--- src/rtl/tns_tx_scheduler_pkg.sv ---
// Shared definitions for the TNS transmit scheduler.
//
// Holds the data word width used by the TNS encoder (BLEN10), the width of
// the TNS bus, the scheduler state encoding and the default burst / stall
// limits. It also provides a small circular-increment helper that the top
// module uses to advance its round-robin pointer.
//
// Contents:
//   BLEN10                  data word width fed to the encoder
//   TNS_BUS_W               number of wires on the TNS bus (30)
//   DEFAULT_MAX_BURST       default maximum words per grant
//   DEFAULT_STALL_TIMEOUT   default owner-idle cycles before revocation
//   tnssState_e             TNSS_IDLE / TNSS_XFER
//   wrapInc()               (v + 1) mod n

package tns_tx_scheduler_pkg;

    localparam int BLEN10                = 10;
    localparam int TNS_BUS_W             = 30;
    localparam int DEFAULT_MAX_BURST     = 4;
    localparam int DEFAULT_STALL_TIMEOUT = 8;

    typedef enum logic {
        TNSS_IDLE = 1'b0,
        TNSS_XFER = 1'b1
    } tnssState_e;

    // Circular increment, used to move the round-robin pointer past the
    // requester that just released its grant.
    function automatic int unsigned wrapInc(input int unsigned v, input int unsigned n);
        return ((v + 1) >= n) ? 0 : (v + 1);
    endfunction

endpackage

--- src/rtl/tns_tx_scheduler_arbiter.sv ---
// tns_rr_arbiter: combinational rotate-priority picker.
//
// Scans the request vector starting at ptr_i and wrapping around, and
// returns the first requester found as a one-hot grant plus its index.
// With no request, the grant is all zero and the index is 0.
//
// Ports:
//   req_i    in   N_REQ   request vector
//   ptr_i    in   IDW     requester with highest priority this cycle
//   grant_o  out  N_REQ   one-hot grant, or zero
//   idx_o    out  IDW     index of the granted requester

module tns_rr_arbiter #(
    parameter int N_REQ = 4,
    parameter int IDW   = (N_REQ > 1) ? $clog2(N_REQ) : 1
) (
    input  logic [N_REQ-1:0] req_i,
    input  logic [IDW-1:0]   ptr_i,
    output logic [N_REQ-1:0] grant_o,
    output logic [IDW-1:0]   idx_o
);

    logic [IDW:0] cand;
    logic         found;

    // Walk the requesters in priority order; the extra bit on cand lets
    // ptr + offset exceed N_REQ before it is folded back into range.
    always_comb begin
        grant_o = '0;
        idx_o   = '0;
        found   = 1'b0;
        cand    = '0;
        for (int i = 0; i < N_REQ; i++) begin
            cand = {1'b0, ptr_i} + (IDW+1)'(i);
            if (cand >= (IDW+1)'(N_REQ)) begin
                cand = cand - (IDW+1)'(N_REQ);
            end
            if (!found && req_i[cand[IDW-1:0]]) begin
                found                   = 1'b1;
                grant_o[cand[IDW-1:0]]  = 1'b1;
                idx_o                   = cand[IDW-1:0];
            end
        end
    end

endmodule

--- src/rtl/tns_tx_scheduler.sv ---
// tns_tx_scheduler: round-robin burst scheduler in front of a shared TNS
// encoder and the 30-wire TNS bus it drives.
//
// One requester at a time owns the encoder for up to MAX_BURST words. The
// accepted word is registered into enc_datain and held there until the next
// accept, so during idle and stall cycles the encoder keeps re-encoding the
// last word and its internal history stays in step with the bus. bus_code
// only updates when a freshly accepted word has made it through the encoder,
// so idle cycles leave the bus wires untouched.
//
// Ports:
//   clock        in   1               rising-edge clock
//   rst_n        in   1               synchronous active-low reset
//   req_valid    in   N_REQ           per-requester word valid
//   req_last     in   N_REQ           last word of a burst (used on accept)
//   req_data     in   N_REQ*DATA_W    packed requester words
//   req_ready    out  N_REQ           one-hot ready to the owner, or zero
//   enc_datain   out  DATA_W          registered word to the encoder
//   enc_codeout  in   TNS_BUS_W       encoder's registered codeword
//   bus_code     out  TNS_BUS_W       codeword on the TNS bus
//   bus_valid    out  1               bus_code carries a new codeword
//   grant_id     out  IDW             current or most recent owner
//   busy         out  1               granted or a word still in flight

module tns_tx_scheduler
    import tns_tx_scheduler_pkg::*;
#(
    parameter int N_REQ         = 4,
    parameter int DATA_W        = BLEN10,
    parameter int MAX_BURST     = DEFAULT_MAX_BURST,
    parameter int STALL_TIMEOUT = DEFAULT_STALL_TIMEOUT,
    parameter int IDW           = (N_REQ > 1) ? $clog2(N_REQ) : 1
) (
    input  logic                    clock,
    input  logic                    rst_n,
    input  logic [N_REQ-1:0]        req_valid,
    input  logic [N_REQ-1:0]        req_last,
    input  logic [N_REQ*DATA_W-1:0] req_data,
    output logic [N_REQ-1:0]        req_ready,
    output logic [DATA_W-1:0]       enc_datain,
    input  logic [TNS_BUS_W-1:0]    enc_codeout,
    output logic [TNS_BUS_W-1:0]    bus_code,
    output logic                    bus_valid,
    output logic [IDW-1:0]          grant_id,
    output logic                    busy
);

    localparam int BCW = $clog2(MAX_BURST + 1);
    localparam int SCW = $clog2(STALL_TIMEOUT + 1);

    tnssState_e            state_q, state_d;
    logic [IDW-1:0]        owner_q, owner_d;
    logic [IDW-1:0]        rrPtr_q, rrPtr_d;
    logic [BCW-1:0]        burstCnt_q, burstCnt_d;
    logic [SCW-1:0]        stallCnt_q, stallCnt_d;
    logic [DATA_W-1:0]     encData_q, encData_d;
    logic                  v1_q, v1_d;
    logic                  v2_q;
    logic [TNS_BUS_W-1:0]  busCode_q;
    logic                  busValid_q;

    logic [N_REQ-1:0]      arbGrant;
    logic [IDW-1:0]        arbIdx;
    logic [N_REQ-1:0]      readyVec;
    logic [DATA_W-1:0]     ownerWord;
    logic                  ownerValid;
    logic                  ownerLast;
    logic [BCW-1:0]        burstInc;
    logic [SCW-1:0]        stallInc;

    tns_rr_arbiter #(
        .N_REQ (N_REQ),
        .IDW   (IDW)
    ) uArbiter (
        .req_i   (req_valid),
        .ptr_i   (rrPtr_q),
        .grant_o (arbGrant),
        .idx_o   (arbIdx)
    );

    // Only the owner's lane is looked at; other requesters' data and
    // last flags never reach the datapath.
    always_comb begin
        ownerWord  = '0;
        ownerValid = 1'b0;
        ownerLast  = 1'b0;
        for (int i = 0; i < N_REQ; i++) begin
            if (owner_q == IDW'(i)) begin
                ownerWord  = req_data[i*DATA_W +: DATA_W];
                ownerValid = req_valid[i];
                ownerLast  = req_last[i];
            end
        end
    end

    assign burstInc = burstCnt_q + BCW'(1);
    assign stallInc = stallCnt_q + SCW'(1);

    // Next-state logic. IDLE only arbitrates; the winner starts accepting
    // one cycle later in XFER. Any release (last word, burst cap or stall
    // timeout) moves the pointer just past the owner for fairness.
    always_comb begin
        state_d    = state_q;
        owner_d    = owner_q;
        rrPtr_d    = rrPtr_q;
        burstCnt_d = burstCnt_q;
        stallCnt_d = stallCnt_q;
        encData_d  = encData_q;
        v1_d       = 1'b0;
        readyVec   = '0;
        case (state_q)
            TNSS_IDLE: begin
                if (|arbGrant) begin
                    owner_d    = arbIdx;
                    burstCnt_d = '0;
                    stallCnt_d = '0;
                    state_d    = TNSS_XFER;
                end
            end
            TNSS_XFER: begin
                readyVec = N_REQ'(1) << owner_q;
                if (ownerValid) begin
                    encData_d  = ownerWord;
                    v1_d       = 1'b1;
                    burstCnt_d = burstInc;
                    stallCnt_d = '0;
                    if (ownerLast || (burstInc == BCW'(MAX_BURST))) begin
                        state_d = TNSS_IDLE;
                        rrPtr_d = IDW'(wrapInc(int'(owner_q), N_REQ));
                    end
                end else begin
                    stallCnt_d = stallInc;
                    if (stallInc == SCW'(STALL_TIMEOUT)) begin
                        state_d = TNSS_IDLE;
                        rrPtr_d = IDW'(wrapInc(int'(owner_q), N_REQ));
                    end
                end
            end
            default: begin
                state_d = TNSS_IDLE;
            end
        endcase
    end

    // State, counters and the three-stage delivery pipeline. v1 marks a
    // fresh word at the encoder input, v2 a fresh codeword at its output;
    // bus_code is only reloaded behind v2 so replays never touch the bus.
    always_ff @(posedge clock) begin
        if (!rst_n) begin
            state_q    <= TNSS_IDLE;
            owner_q    <= '0;
            rrPtr_q    <= '0;
            burstCnt_q <= '0;
            stallCnt_q <= '0;
            encData_q  <= '0;
            v1_q       <= 1'b0;
            v2_q       <= 1'b0;
            busCode_q  <= '0;
            busValid_q <= 1'b0;
        end else begin
            state_q    <= state_d;
            owner_q    <= owner_d;
            rrPtr_q    <= rrPtr_d;
            burstCnt_q <= burstCnt_d;
            stallCnt_q <= stallCnt_d;
            encData_q  <= encData_d;
            v1_q       <= v1_d;
            v2_q       <= v1_q;
            busValid_q <= v2_q;
            if (v2_q) begin
                busCode_q <= enc_codeout;
            end
        end
    end

    // Ready is masked by reset so no handshake can appear to complete in a
    // cycle whose edge is going to discard it.
    assign req_ready  = rst_n ? readyVec : '0;
    assign enc_datain = encData_q;
    assign bus_code   = busCode_q;
    assign bus_valid  = busValid_q;
    assign grant_id   = owner_q;
    assign busy       = (state_q == TNSS_XFER) | v1_q | v2_q | busValid_q;

endmodule

--- config.mk ---
export PLATFORM = sky130hd
export DESIGN_NAME = tns_tx_scheduler
export DESIGN_NICKNAME = d
export VERILOG_FILES = /design/src/rtl/tns_tx_scheduler_pkg.sv /design/src/rtl/tns_tx_scheduler_arbiter.sv /design/src/rtl/tns_tx_scheduler.sv
export SDC_FILE = /design/constraint.sdc
export NUM_CORES = 1
export LEC_CHECK = 0
export BUFFER_PORTS_ARGS = -buffer_cell sky130_fd_sc_hd__clkbuf_2
export CORE_MARGIN = 2
export CORE_UTILIZATION = 25
export CTS_CLUSTER_DIAMETER = 60
export DETAILED_ROUTE_END_ITERATION = 10
export GPL_TIMING_DRIVEN = 0
export RECOVER_POWER = 25
export SETUP_SLACK_MARGIN = 0.15
export SLEW_MARGIN = 20
export SYNTH_ARGS = -nofsm -noshare
export SYNTH_HDL_FRONTEND = slang
export SYNTH_HIERARCHICAL = 1
export SYNTH_SLANG_ARGS = --single-unit
--- constraint.sdc ---
create_clock -name clock -period 3.4 [get_ports clock]
set_clock_uncertainty 0.15 [all_clocks]
set_input_delay 0.34 -clock clock [delete_from_list [all_inputs] [get_ports clock]]
set_output_delay 0.34 -clock clock [all_outputs]
set_load 0.03 [all_outputs]
# Word-level counts from Yosys, hierarchy flattened
# Cells that the tools add are included.
# W data, S select, Z words.
# word_totals
regBits	55
inputBits	80
out_inout_bits	48
wordCells	129
# classes
addsub	10
n_lt_le_gt_ge	13
eq_ne	8
shift	1
mux	61
bitwise_logic	7
reduce_logical	19
# op_table
cell	count
$mux W10	4
$mux W4	8
$mux W1	24
$mux W2	12
$ge A3 B3 Y1 const B	4
$lt A2 B3 Y1 const B	4
$or A4 B4 Y4	3
$bmux W1 S2	4
$demux W1 S2	4
$ge A2 B1 Y1 const B	4
$pmux W4 S2	1
$reduce_and A2 Y1	4
$sub A2 B1 Y2 const B	4
$logic_and A1 B1 Y1	7
$add A2 B1 Y3 const B	2
$add A2 B2 Y3 const B	2
$mux W3	2
$pmux W3 S2	1
$add A4 B1 Y4 const B	1
$eq A2 B2 Y1 const B	2
$eq A4 B4 Y1 const B	1
$ne A2 B1 Y1 const B	2
$reduce_or A4 Y1	1
$shl A1 B2 Y4 const A	1
other kinds (13)	17

# Depth between registers and ports, before layout
# logic_depth
word_depth	17
ltp_mapped	12
mapped_depth_nobuf	10

# Modules after synthesis
# Netlist, hierarchy kept.
# modules_own_cells
module	n_inst	cells_each	area_per_inst_um2	seq_area_each_um2
tns_tx_scheduler	1	295	2587.5	1101.1
tns_rr_arbiter	1	65	489.2	0.0

# Worst setup path before layout
# OpenSTA, ideal clock, no wires.
# synth_path
path_type	register to register
start	register rrPtr_q[0]
end	register burstCnt_q[1]
setup_time_ns	0.071
t_arrival_ns	2.889
t_required_ns	3.179
slack_ns	0.290
stages_incl_launch_ff	13
path_buffers	2
synth_period_minus_slack_ns	3.110
cell_sequence	dfxtp_1 buf_6 buf_2 inv_1 ha_1 mux4_2 nand2_1 o21ai_0 a221o_2 nor4_1 and2_2 o21ai_0 a21oi_1
# synth_between
elab_chain_cells	17
elab_cells_between_ends	62
cone_classes	add/sub: 7; order compare: 12; eq/ne: 1; mux: 27; bitwise: 3; reduce/logical: 12
# synth_rtl
item	line_no	source
start, declared	tns_tx_scheduler.sv:53	logic [IDW-1:0] rrPtr_q, rrPtr_d;
start signal, assigned	tns_tx_scheduler.sv:163	rrPtr_q <= rrPtr_d;
parallel branches: the longest is 13 deep, another holds $add A2 B1 Y3	n/a	
$mux W4 *	tns_tx_scheduler_arbiter.sv:38	if (!found && req_i[cand[IDW-1:0]]) begin
net arbGrant[1]	tns_tx_scheduler.sv:62	logic [N_REQ-1:0] arbGrant;
$reduce_or A4 Y1 *	tns_tx_scheduler.sv:113	if (|arbGrant) begin
$ne A2 B2 Y1 (no line) *	n/a	
$reduce_and A2 Y1 (no line) *	n/a	
end signal, assigned	tns_tx_scheduler.sv:164	burstCnt_q <= burstCnt_d;
end, declared	tns_tx_scheduler.sv:54	logic [BCW-1:0] burstCnt_q, burstCnt_d;
# Mark *: on every way through the listed nets, which the timed path passes. The select of a mux whose other input is x is not followed.
# A chain may end at the register's enable or synchronous reset.

# Worst setup path after layout
# Same ends and word-level chain as after synthesis.

==> impl_metrics.py <==
metrics = {
    "status": {
        "status": "completed",
    },
    "sta": {
        "fmax_mhz": 325,
        "hold_violations": 0,
        "tns_ns": 0,
        "maxSlewHeadroom_pct": 56.8,
        "period_share_pct": 90.4,
        "report.final.setup_viol": 0,
        "min_period_ns": 3.07,
        "worstMarginPinSlew_ns": 0.642,
        "slew_viol_final": 0,
        "rsz0062_at_grt": "no",
    },
    "worst_setup_path": {
        "reg2reg_slack_ns": 0.33,
        "cpMostUsedCell": "o21ai_0",
        "crit_buf_inv": 3,
        "cp_slowest_cell": "nor4_4",
        "critical_path.top_delay_family": "simple AND/OR/NAND/NOR gates",
        "critical_path.max_stage_delay_ns": 0.40,
        "worstPathArrival_ns": 3.16,
        "cp_max_fo": 10,
        "worst_ep_required_time_ns": 3.48,
        "cp-end-kind": "flip-flop",
        "path_class": "flip-flop to flip-flop",
        "crit_path_cell_trace": "buf_6, buf_4, inv_1, ha_4, mux4_2, nand2_1, o21ai_0, a221o_2, nor4_4, and2_4, o21ai_0, a21oi_1",
        "start_kind": "flip-flop",
    },
    "layout": {
        "drive_gt1_share_pct": 30.5,
        "final_cell_area_um2": 4100,
        "syn_to_final_growth_pct": 33.1,
        "final_nets": 590,
        "finish.utilization_pct": 34.1,
        "final_cells": 645,
        "diodes": 0,
    },
    "placed_design": {
        "portBuffers": 127,
        "placed_cell_area_um2": 3900,
        "gp_congestion": 0.816,
        "place.detailed.hpwl_um": 6600,
        "placed_cells": 634,
    },
    "grt": {
        "grt_antenna_before_repair": 0,
        "first_global_vias": 2910,
        "grt_util_all_layers_pct": 12.6,
        "grt_first_pass_wirelength_um": 13600,
        "grt_max_degree": 21,
        "overflow": 0,
    },
    "drt": {
        "drc": 0,
        "num_vias": 3068,
        "wl_per_cell_um": 13.2,
        "avgViaCountPerCell": 4.76,
        "wl_um": 8530,
        "ant_nets": 0,
        "drtPass1Iterations": 4,
        "drt_iter0_drc": 114,
    },
    "synthesis": {
        "yosysMostFrequentCell": "dfxtp_1",
        "yosys_warnings": 6,
        "synth_area_leaders": "dfxtp_1 36%, mux2i_1 12%, a21oi_1 5.9%",
        "ys_async_sr_fraction_pct": 0,
        "synthTopCellsByCount": "55 x dfxtp_1, 39 x nor2_1, 38 x nand2_1",
        "synth_top_area_share_pct": 35.8,
        "syn_avg_cell_area_um2": 8.55,
        "ys_ff_latch": 55,
        "seq_area_frac_synth_pct": 35.8,
        "netlist_area_um2": 3080,
        "syn_nets": 453,
        "ys_types": 53,
        "synthCells": 360,
        "synth_top_area_cell": "dfxtp_1",
        "ys.flop_type": "dfxtp_1",
        "synth_edf_count": 0,
    },
    "clocking": {
        "clkSinkCount": 55,
        "cts_tree": "yes",
        "clock_latency_ns": 0.30,
        "cts_max_level": 2,
        "path_clk_slew_ns": 0.08,
        "cts_root_buf": "clkbuf_16",
        "clockBufferDepth": 2,
        "holdBufCountCts": 0,
        "cts_inserted_buffers": 5,
    },
    "floorplan": {
        "coreArea_um2": 12000,
        "die_h_um": 115,
        "die_area_um2": 13200,
        "ioPinCount": 128,
        "start_util_pct": 25.6,
        "fp-row-count": 40,
        "die_x_um": 115,
    },
    "power_and_ir_drop": {
        "p_per_area_nw_per_um2": 712,
        "p_leak_uw": 0.00177,
        "ir_worst_vdd_v": 0.000408,
    },
    "hold_path": {
        "min_path_type": "primary input to flip-flop",
    },
    "job": {
        "maxCapViolCount": 0,
    },
}
state kept, by name, indices dropped and copies added (netlist names):
| signal | cells |
|---|---|
| grant_id | 2 |
| v2_q | 1 |
| burstCnt_q | 3 |
| stallCnt_q | 4 |
| bus_valid | 1 |
| rrPtr_q | 2 |
| enc_datain | 10 |
| bus_code | 30 |
| v1_q | 1 |
| state_q | 1 |
worst register-to-register path, stage by stage, from the launching register on:
cell     delay (ns)
dfxtp_4        0.38
buf_6          0.12
buf_4          0.16
inv_1          0.11
ha_4           0.32
mux4_2         0.36
nand2_1        0.09
o21ai_0        0.09
a221o_2        0.34
nor4_4         0.40
and2_4         0.25
o21ai_0        0.10
a21oi_1        0.14
layout by cell type (no fill, tap or decap), types with 6 or more instances in the layout:
cell | Yosys | final
o21ai_0 | 21 | 21
buf_4 | 2 | 6
clkbuf_1 | 12 | 37
a21oi_1 | 36 | 36
inv_1 | 8 | 8
ha_1 | 13 | 12
clkbuf_2 | 3 | 107
buf_2 | 9 | 6
nand2_1 | 38 | 37
nand3b_1 | 10 | 10
nor2_1 | 39 | 39
mux2i_1 | 36 | 36
a21o_1 | 8 | 8
dfxtp_1 | 55 | 53
where the power goes:
group	internal [uW]	switching, uW	total, uW
Clock	284	261	545
Combinational	624	893	1520
Sequential	768	84.8	852
final cells by class:
| cell class | count | area [um^2] |
|---|---|---|
| fill | 1286 | 7920 |
| multi-input combinational | 268 | 1840 |
| sequential | 55 | 1110 |
| timing repair buffer | 130 | 629 |
| tap | 147 | 184 |
| buffer | 29 | 150 |
| clock buffer | 5 | 125 |
| clock inverter | 3 | 33.8 |
| inverter | 8 | 30.0 |
final timing paths:
| check | from | end | cells past startpoint |
|---|---|---|---|
| max | rrPtr_q[0] | burstCnt_q[1] | 12 |
| min | enc_codeout[8] | bus_code[8] | 3 |
| max reg2reg | rrPtr_q[0] | burstCnt_q[1] | 12 |
| min reg2reg | v1_q | v2_q | 1 |
kinds of logic after synthesis:
group,after synthesis,share of synthesized area [%]
mux,39,13.9
flops,55,35.8
xor+xnor,2,0.569
fa+ha+maj,13,5.29
simple gates,124,20.6
compound gates,90,18.1
buf+inv,37,5.73
per-layer routing:
metal  global-route usage, %  wire [um]  share of wire, %  up-vias
met3                    3.69        495               5.8        9
met5                       0          0                 0        -
met4                    2.65         55              0.64        0
li1                        -          -                 -     1535
met2                    22.0       4310                50       81
met1                    15.3       3680                43     1443
stage by stage:
| stage | hold slack, ns | total power (uW) | worst slack (ns) |
|---|---|---|---|
| 2_1_floorplan | 0.278 | 1890 | 0.290 |
| 3_3_place_gp | 0.296 | 2230 | -0.220 |
| 3_5_place_dp | 0.312 | 2260 | -0.350 |
| 4_1_cts | 0.117 | 2880 | 0.208 |
| 5_1_grt | 0.132 | 3130 | 0.144 |
| 6_report | 0.127 | 2910 | 0.325 |
what timing repair did:
action / CTS / global route
gates resized for setup: 5 / 8
pin swaps: 1 / 3
setup buffers: 1 / 2
setup endpoints to repair: 10 / 8
Note: power is estimated with default switching activity, not from simulation.
